[config.mk]
export PLATFORM = sky130hd
export DESIGN_NAME = softex_slot_regfile_flat
export DESIGN_NICKNAME = d
export VERILOG_FILES = /design/src/rtl/softex_pkg.sv /design/src/rtl/softex_slot_regfile_if.sv /design/src/rtl/softex_slot_regfile_lzc.sv /design/src/rtl/softex_slot_regfile.sv /design/src/flat_wrapper.sv
export SDC_FILE = /design/constraint.sdc
export NUM_CORES = 2
export LEC_CHECK = 0
export BUFFER_PORTS_ARGS = -buffer_cell sky130_fd_sc_hd__buf_2
export CAP_MARGIN = 20
export CELL_PAD_IN_SITES_DETAIL_PLACEMENT = 2
export CELL_PAD_IN_SITES_GLOBAL_PLACEMENT = 2
export CORE_ASPECT_RATIO = 1.4
export CORE_UTILIZATION = 48
export CTS_BUF_LIST = sky130_fd_sc_hd__clkbuf_8
export CTS_CLUSTER_SIZE = 14
export DETAILED_ROUTE_END_ITERATION = 12
export GPL_TIMING_DRIVEN = 0
export PLACE_DENSITY_LB_ADDON = 0.1
export SLEW_MARGIN = 10
export SYNTH_ARGS = -nofsm -noshare
export SYNTH_HDL_FRONTEND = slang
export SYNTH_SLANG_ARGS = --single-unit
[constraint.sdc]
create_clock -name clk_i -period 18.25 [get_ports clk_i]
set_clock_uncertainty 0.1 [all_clocks]
set_input_delay 0.9125 -clock clk_i [delete_from_list [all_inputs] [get_ports clk_i]]
set_output_delay 0.9125 -clock clk_i [all_outputs]
set_load 0.02 [all_outputs]
[src/rtl/softex_pkg.sv]
// Shared slot types, opcodes and FP constants for the softex slot register file.
package softex_pkg;

  localparam int SLOT_ADDR_BITS = 8;

  // Most negative value of the 16-bit input format, used to seed a running maximum.
  localparam logic [15:0] FPFORMAT_IN_NEG_INF = 16'hFF80;

  typedef struct packed {
    logic [15:0] maximum;
    logic [31:0] denominator;
    logic        valid;
  } slot_t;

  typedef enum logic {
    SLOT_REQ_ALLOC = 1'b0,
    SLOT_REQ_LOAD  = 1'b1
  } slot_req_op_e;

  typedef struct packed {
    slot_req_op_e              op;
    logic [SLOT_ADDR_BITS-1:0] addr;
  } slot_req_op_t;

  typedef enum logic {
    SLOT_UPD_UPDATE = 1'b0,
    SLOT_UPD_FREE   = 1'b1
  } slot_update_op_e;

  typedef struct packed {
    slot_update_op_e           op;
    logic [SLOT_ADDR_BITS-1:0] addr;
    logic [15:0]               maximum;
    logic [31:0]               denominator;
  } slot_update_op_t;

  typedef enum logic {
    S_IDLE = 1'b0,
    S_RESP = 1'b1
  } resp_state_e;

endpackage

[src/rtl/softex_slot_regfile_if.sv]
// Request/response handshake, update port and occupancy status of the slot register file.
interface softex_slot_regfile_if
  import softex_pkg::*;
#(
  parameter int N_SLOTS        = 16,
  parameter int SLOT_ADDR_BITS = softex_pkg::SLOT_ADDR_BITS
);
  logic                         req_valid_i;
  logic                         req_ready_o;
  slot_req_op_t                 req_op_i;
  logic                         resp_valid_o;
  logic                         resp_ready_i;
  logic [SLOT_ADDR_BITS-1:0]    resp_addr_o;
  slot_t                        resp_slot_o;
  logic                         resp_err_o;
  logic                         update_valid_i;
  slot_update_op_t              update_op_i;
  logic                         update_err_o;
  logic                         full_o;
  logic [$clog2(N_SLOTS+1)-1:0] n_free_o;

  modport slave (
    input  req_valid_i, req_op_i, resp_ready_i, update_valid_i, update_op_i,
    output req_ready_o, resp_valid_o, resp_addr_o, resp_slot_o, resp_err_o,
           update_err_o, full_o, n_free_o
  );

  modport master (
    output req_valid_i, req_op_i, resp_ready_i, update_valid_i, update_op_i,
    input  req_ready_o, resp_valid_o, resp_addr_o, resp_slot_o, resp_err_o,
           update_err_o, full_o, n_free_o
  );
endinterface

[src/rtl/softex_slot_regfile_lzc.sv]
// Lowest-set-bit finder over a free-slot mask; purely combinational, no backpressure.
module softex_slot_regfile_lzc #(
  parameter int WIDTH = 16,
  parameter int CNT_W = (WIDTH > 1) ? $clog2(WIDTH) : 1
) (
  input  logic [WIDTH-1:0] i_vec,
  output logic [CNT_W-1:0] o_cnt,
  output logic             o_empty
);
  always_comb begin
    o_cnt = '0;
    for (int i = WIDTH - 1; i >= 0; i--) begin
      if (i_vec[i]) o_cnt = CNT_W'(i);
    end
  end

  assign o_empty = ~|i_vec;
endmodule

[src/rtl/softex_slot_regfile.sv]
// Slot table with ALLOC/LOAD requests (1-cycle response, held until resp_ready_i) and an
// always-accepted UPDATE/FREE port; ALLOC stalls via req_ready_o while no slot is free.
module softex_slot_regfile
  import softex_pkg::*;
#(
  parameter int N_SLOTS        = 16,
  parameter int SLOT_ADDR_BITS = softex_pkg::SLOT_ADDR_BITS
) (
  input logic                  clk_i,
  input logic                  rst_i,
  input logic                  clear_i,
  softex_slot_regfile_if.slave bus
);
  localparam int IDX_W = (N_SLOTS > 1) ? $clog2(N_SLOTS) : 1;
  localparam int NF_W  = $clog2(N_SLOTS + 1);

  resp_state_e               r_state, w_state_nxt;
  logic [N_SLOTS-1:0]        r_alloc;
  slot_t                     r_slot [N_SLOTS];
  logic [SLOT_ADDR_BITS-1:0] r_resp_addr;
  slot_t                     r_resp_slot;
  logic                      r_resp_err;
  logic                      r_upd_err;

  logic                      w_clr, w_full, w_req_fire, w_alloc_fire;
  logic                      w_upd_hit, w_upd_err, w_ld_ok;
  logic [N_SLOTS-1:0]        w_upd_sel, w_ld_sel;
  logic [IDX_W-1:0]          w_free_idx;
  logic [NF_W-1:0]           w_n_free;
  slot_t                     w_ld_slot, w_resp_slot;
  logic [SLOT_ADDR_BITS-1:0] w_resp_addr;
  logic                      w_resp_err;

  assign w_clr = rst_i | clear_i;

  softex_slot_regfile_lzc #(.WIDTH(N_SLOTS), .CNT_W(IDX_W)) u_lzc (
    .i_vec   (~r_alloc),
    .o_cnt   (w_free_idx),
    .o_empty (w_full)
  );

  always_comb begin
    w_upd_sel = '0;
    w_ld_sel  = '0;
    w_n_free  = '0;
    w_ld_slot = '0;
    for (int i = 0; i < N_SLOTS; i++) begin
      w_upd_sel[i] = (bus.update_op_i.addr == SLOT_ADDR_BITS'(i));
      w_ld_sel[i]  = (bus.req_op_i.addr == SLOT_ADDR_BITS'(i));
      if (!r_alloc[i]) w_n_free = w_n_free + NF_W'(1);
      if (w_ld_sel[i]) w_ld_slot = r_slot[i];
    end
  end

  // Out-of-range addresses select no slot, so they fall out as unallocated.
  assign w_upd_hit = bus.update_valid_i && |(w_upd_sel & r_alloc);
  assign w_upd_err = bus.update_valid_i && !w_upd_hit;
  assign w_ld_ok   = |(w_ld_sel & r_alloc);

  assign bus.req_ready_o = ((r_state == S_IDLE) || bus.resp_ready_i) &&
                           !((bus.req_op_i.op == SLOT_REQ_ALLOC) && w_full);
  assign w_req_fire   = bus.req_valid_i && bus.req_ready_o;
  assign w_alloc_fire = w_req_fire && (bus.req_op_i.op == SLOT_REQ_ALLOC);

  always_comb begin
    w_resp_addr = bus.req_op_i.addr;
    w_resp_slot = '0;
    w_resp_err  = 1'b0;
    if (bus.req_op_i.op == SLOT_REQ_ALLOC) begin
      w_resp_addr         = SLOT_ADDR_BITS'(w_free_idx);
      w_resp_slot.maximum = FPFORMAT_IN_NEG_INF;
    end else if (!w_ld_ok) begin
      w_resp_err = 1'b1;
    end else if (w_upd_hit && (bus.update_op_i.op == SLOT_UPD_UPDATE) &&
                 (bus.update_op_i.addr == bus.req_op_i.addr)) begin
      w_resp_slot.maximum     = bus.update_op_i.maximum;
      w_resp_slot.denominator = bus.update_op_i.denominator;
      w_resp_slot.valid       = 1'b1;
    end else begin
      w_resp_slot = w_ld_slot;
    end
  end

  always_comb begin
    w_state_nxt = r_state;
    if (w_req_fire) w_state_nxt = S_RESP;
    else if ((r_state == S_RESP) && bus.resp_ready_i) w_state_nxt = S_IDLE;
  end

  always_ff @(posedge clk_i) begin
    if (w_clr) begin
      r_state     <= S_IDLE;
      r_alloc     <= '0;
      r_resp_addr <= '0;
      r_resp_slot <= '0;
      r_resp_err  <= 1'b0;
      r_upd_err   <= 1'b0;
      for (int i = 0; i < N_SLOTS; i++) r_slot[i] <= '0;
    end else begin
      r_state   <= w_state_nxt;
      r_upd_err <= w_upd_err;
      // An update never targets the slot being allocated: that slot is still unallocated.
      for (int i = 0; i < N_SLOTS; i++) begin
        if (w_upd_hit && w_upd_sel[i]) begin
          if (bus.update_op_i.op == SLOT_UPD_UPDATE) begin
            r_slot[i].maximum     <= bus.update_op_i.maximum;
            r_slot[i].denominator <= bus.update_op_i.denominator;
            r_slot[i].valid       <= 1'b1;
          end else begin
            r_alloc[i]       <= 1'b0;
            r_slot[i].valid  <= 1'b0;
          end
        end
        if (w_alloc_fire && (w_free_idx == IDX_W'(i))) begin
          r_alloc[i]            <= 1'b1;
          r_slot[i].maximum     <= FPFORMAT_IN_NEG_INF;
          r_slot[i].denominator <= '0;
          r_slot[i].valid       <= 1'b0;
        end
      end
      if (w_req_fire) begin
        r_resp_addr <= w_resp_addr;
        r_resp_slot <= w_resp_slot;
        r_resp_err  <= w_resp_err;
      end
    end
  end

  assign bus.resp_valid_o = (r_state == S_RESP);
  assign bus.resp_addr_o  = r_resp_addr;
  assign bus.resp_slot_o  = r_resp_slot;
  assign bus.resp_err_o   = r_resp_err;
  assign bus.update_err_o = r_upd_err;
  assign bus.full_o       = w_full;
  assign bus.n_free_o     = w_n_free;
endmodule

[src/flat_wrapper.sv]
// flat-port wrapper written by rule: the top's interface ports become plain ports
module softex_slot_regfile_flat import softex_pkg::*;
#(
  parameter int N_SLOTS        = 16,
  parameter int SLOT_ADDR_BITS = softex_pkg::SLOT_ADDR_BITS
)
  (clk_i, rst_i, clear_i, bus_req_valid_i, bus_req_op_i, bus_resp_ready_i, bus_update_valid_i, bus_update_op_i, bus_req_ready_o, bus_resp_valid_o, bus_resp_addr_o, bus_resp_slot_o, bus_resp_err_o, bus_update_err_o, bus_full_o, bus_n_free_o);
  softex_slot_regfile_if #(.N_SLOTS(N_SLOTS), .SLOT_ADDR_BITS(SLOT_ADDR_BITS)) bus_i ();
  input logic clk_i;
  input logic rst_i;
  input logic clear_i;
  input wire logic [$bits(bus_i.req_valid_i)-1:0] bus_req_valid_i;
  input wire logic [$bits(bus_i.req_op_i)-1:0] bus_req_op_i;
  input wire logic [$bits(bus_i.resp_ready_i)-1:0] bus_resp_ready_i;
  input wire logic [$bits(bus_i.update_valid_i)-1:0] bus_update_valid_i;
  input wire logic [$bits(bus_i.update_op_i)-1:0] bus_update_op_i;
  output wire logic [$bits(bus_i.req_ready_o)-1:0] bus_req_ready_o;
  output wire logic [$bits(bus_i.resp_valid_o)-1:0] bus_resp_valid_o;
  output wire logic [$bits(bus_i.resp_addr_o)-1:0] bus_resp_addr_o;
  output wire logic [$bits(bus_i.resp_slot_o)-1:0] bus_resp_slot_o;
  output wire logic [$bits(bus_i.resp_err_o)-1:0] bus_resp_err_o;
  output wire logic [$bits(bus_i.update_err_o)-1:0] bus_update_err_o;
  output wire logic [$bits(bus_i.full_o)-1:0] bus_full_o;
  output wire logic [$bits(bus_i.n_free_o)-1:0] bus_n_free_o;
  assign bus_i.req_valid_i = bus_req_valid_i;
  assign bus_i.req_op_i = bus_req_op_i;
  assign bus_i.resp_ready_i = bus_resp_ready_i;
  assign bus_i.update_valid_i = bus_update_valid_i;
  assign bus_i.update_op_i = bus_update_op_i;
  assign bus_req_ready_o = bus_i.req_ready_o;
  assign bus_resp_valid_o = bus_i.resp_valid_o;
  assign bus_resp_addr_o = bus_i.resp_addr_o;
  assign bus_resp_slot_o = bus_i.resp_slot_o;
  assign bus_resp_err_o = bus_i.resp_err_o;
  assign bus_update_err_o = bus_i.update_err_o;
  assign bus_full_o = bus_i.full_o;
  assign bus_n_free_o = bus_i.n_free_o;
  softex_slot_regfile #(.N_SLOTS(N_SLOTS), .SLOT_ADDR_BITS(SLOT_ADDR_BITS)) u_core (.clk_i(clk_i), .rst_i(rst_i), .clear_i(clear_i), .bus(bus_i));
endmodule
==> metrics.cfg <==
[logic_synthesis]
syn_area_um2 = 41000
netlist.area_leader.share = 0.5742
yosys-top-cells-area = edfxtp_1 57%, and2_1 9.0%, dfxtp_1 3.7%, mux4_2 3.1%, clkbuf_1 2.5%
synthArstFlopShare = 0
synth_edf_count = 784
postSynthAreaPerCell_um2 = 12.03
yosysSeqAreaShare = 0.6113
yosysWarnings = 0
netlist_instances = 3407
yosys.area.top_type = edfxtp_1
ys.flop_type = edfxtp_1
synth_fp_nets = 3496
yosysUniqueCellTypes = 74
synth-seq-cells = 860

[cts]
post-cts-setup-buffers = 0
clock-sinks = 860
numCtsBuffers = 141
clock_latency_ns = 0.92
htreeDepth = 4
cts-root-buf = clkbuf_8
cts_tree = yes
clk_pin_slew_worst_paths_ns = 0.07
ctsHoldBuffers = 0
ctsResizeCount = 0
clk_path_buf_depth = 3

[grt]
grt_max_degree = 40
grt-ovfl-total = 0
grtUsageTotal = 0.5127
grt_pass1_vias = 38180
antenna_found_initial = 45
grt_pass1_wl_um = 305300

[sta]
fin_crit_ns = 11.41
finalHoldViolCount = 0
maxSlewHeadroom = -0.6504
drv_slew = 24
fin_ws_ns = 6.841
period_share = 0.6252
fmax_mhz = 87.65
setup_tns_ns = 0
worstMarginPinSlew_ns = 2.461
whs_ns = 0.2120
rsz0062_at_grt = false
setup_violations = 0

[layout]
drive_gt1_frac = 0.1379
stdcell_count = 5008
syn_to_final_growth_pct = 15.13
fill_cells = 7882
layout.nets = 3850

[route]
antenna_left = 0
wire_per_inst_um = 47.24
drc_errors = 0
avgViaCountPerCell = 7.453
wl_um = 236600
drtPass1Iterations = 8
drtIter0Drc = 5834
vias = 37330

[run]
cap_viol_max_count = 3

[setup_path]
crit_arrival_ns = 10.40
critPathKind = register to output port
r2r_slack_ns = 12.16
critPathMaxFanout = 9
crit_path_start_kind = register
crit_path_frequent_cell = ha_1
critical_path.endpoint_type = output port
slowest_delay_ns = 0.64
timing.critical_path.slowest_stage_cell = xnor2_1
required_ns = 17.24

[pwr]
power.leakage_nw = 18.72
power_density_nw_per_um2 = 97.93
vdd_ir_drop_max_mv = 0.08383

[outcome]
violations = capacitance limit, slew limit
status = complete, but fails checks

[hold_path]
hp-class = input pin to register

[placed_design]
dpl.cell_count = 4680
hpwl_um = 145200
placement.io_buffers = 124
pre_cts_slack_ns = 7.717
routabilityCongestion = 0.9574

[floorplanning]
die_h_um = 347.8
io_pins = 139
initial_core_util = 0.4852
die-area_um2 = 86610
die_w_um = 249.0
core-area_um2 = 84500
rows = 126

-- routing by layer --
layer | wire [um] | vias to the layer above | track usage | share of wire
met4 | 29640 | 35 | 0.5111 | 0.13
met2 | 105800 | 3839 | 0.8116 | 0.45
met3 | 30220 | 1742 | 0.1756 | 0.13
met1 | 70410 | 18470 | 0.5226 | 0.30
li1 | - | 13240 | - | -
met5 | 527 | - | 0.005042 | 0.0022
-- critical path, delay by kind of cell, from the launching register on --
kind | cells | cell delay (ns)
adder cells (fa/ha/maj) | 7 | 2.21
XOR/XNOR | 8 | 2.04
buffers and inverters | 4 | 0.56
AO/OA/AOI/OAI | 7 | 1.69
AND/OR/NAND/NOR | 9 | 1.60
flip-flops | 1 | 0.53
multiplexers | 3 | 0.86
-- worst paths after layout --
path	startpoint	endpoint	cells past startpoint
worst min register to register	u_core.bus.resp_slot_o[20]	u_core.bus.resp_slot_o[20]	2
worst min-delay path	bus_update_valid_i	u_core.bus.update_err_o	3
worst max register to register	u_core.r_alloc[8]	u_core.r_slot[0][518]	14
worst max-delay path	u_core.r_alloc[0]	bus_n_free_o[4]	38
-- Yosys cell counts (all sizes together) (4+ instances only) --
library cell and instances:
nor2b 26, nand3b 14, nand3 79, or3 6
ha 17, and3 42, dfxtp 76, xor2 16
or2 4, o221ai 8, a21oi 99, a32oi 4
a222oi 64, mux2 35, and2 593, nand4 14
a221oi 17, edfxtp 784, o21a 10, o211ai 43
nand2b 17, o31ai 8, a22o 10, a21o 66
nor4 13, buf 42, nor3b 6, nand2 260
o2111ai 5, o22ai 15, o21ai 165, xnor2 40
a31oi 14, mux2i 73, inv 26, clkbuf 268
nor3 19, a211oi 17, nor2 239, a311oi 8
mux4 56, nor4b 6, a22oi 47, xnor3 7
-- state kept, by name (all words and copies together) (netlist names) --
name                     cells
u_core.bus.update_err_o      1
u_core.bus.resp_err_o        1
u_core.bus.resp_valid_o      1
u_core.bus.resp_slot_o      49
u_core.r_alloc              16
u_core.r_slot              784
u_core.bus.resp_addr_o       8
-- layout by cell type (no fill, tap or decap), types with 11 or more instances in the layout --
master,n
a211oi_1,15
a21o_1,66
a21oi_1,99
a221oi_1,17
a222oi_1,64
a22oi_1,47
a31oi_1,14
and2_1,592
and3_1,42
buf_1,33
buf_16,11
buf_2,133
buf_6,16
buf_8,37
clkbuf_1,263
clkbuf_8,150
clkinv_1,29
dfxtp_1,76
diode_2,49
edfxtp_1,784
ha_1,17
inv_1,77
mux2_2,35
mux2i_1,73
mux4_2,56
nand2_1,259
nand2b_1,13
nand3_1,79
nand3b_1,14
nand4_1,14
nor2_1,234
nor2b_1,26
nor3_1,16
o211ai_1,43
o21ai_0,158
o22ai_1,15
xnor2_1,35
xor2_1,15
-- report_power, final --
| group | total [mW] | internal [mW] | switching, mW | leakage, nW |
|---|---|---|---|---|
| clock network | 1.76 | 0.778 | 0.982 | 1.48 |
| logic | 0.562 | 0.175 | 0.388 | 7.97 |
| registers | 2.30 | 2.25 | 0.0535 | 9.28 |
-- cell families (layout without fill, tap and decap cells) --
| logic type | after synthesis | count (layout) | share of synthesized area |
|---|---|---|---|
| AO/OA/AOI/OAI | 620 | 620 | 0.1027 |
| XOR/XNOR | 64 | 64 | 0.01785 |
| adder cells (fa/ha/maj) | 17 | 17 | 0.005188 |
| buffers and inverters | 336 | 800 | 0.03107 |
| flip-flops | 860 | 860 | 0.6113 |
| multiplexers | 164 | 164 | 0.05820 |
| other | 0 | 49 | 0 |
| AND/OR/NAND/NOR | 1346 | 1346 | 0.1737 |
-- metrics by stage --
| step | power (mW) | util | area [um2] |
|---|---|---|---|
| after floorplan | 2.599 | - | 41000 |
| after CTS | 4.478 | 0.5533 | 46760 |
| final | 4.623 | 0.5586 | 47200 |
| after detailed placement | 2.833 | 0.5231 | 44200 |
| after global placement | 2.783 | 0.5086 | 42980 |
| after global routing | 4.653 | 0.5577 | 47130 |
-- cell type report --
class / count / area, um2 / area share
plain buffers: 310 / 1190 / 0.02521
well taps: 1088 / 1361 / 0.02884
flip-flops and latches: 860 / 25060 / 0.5310
clock inverters: 103 / 489.2 / 0.01036
repair buffers: 211 / 1918 / 0.04064
clock buffers: 150 / 2064 / 0.04374
multi-input cells: 2211 / 14900 / 0.3156
inverters: 26 / 97.59 / 0.002068
diodes: 49 / 122.6 / 0.002598
Note: power is estimated with default switching activity, not from simulation.
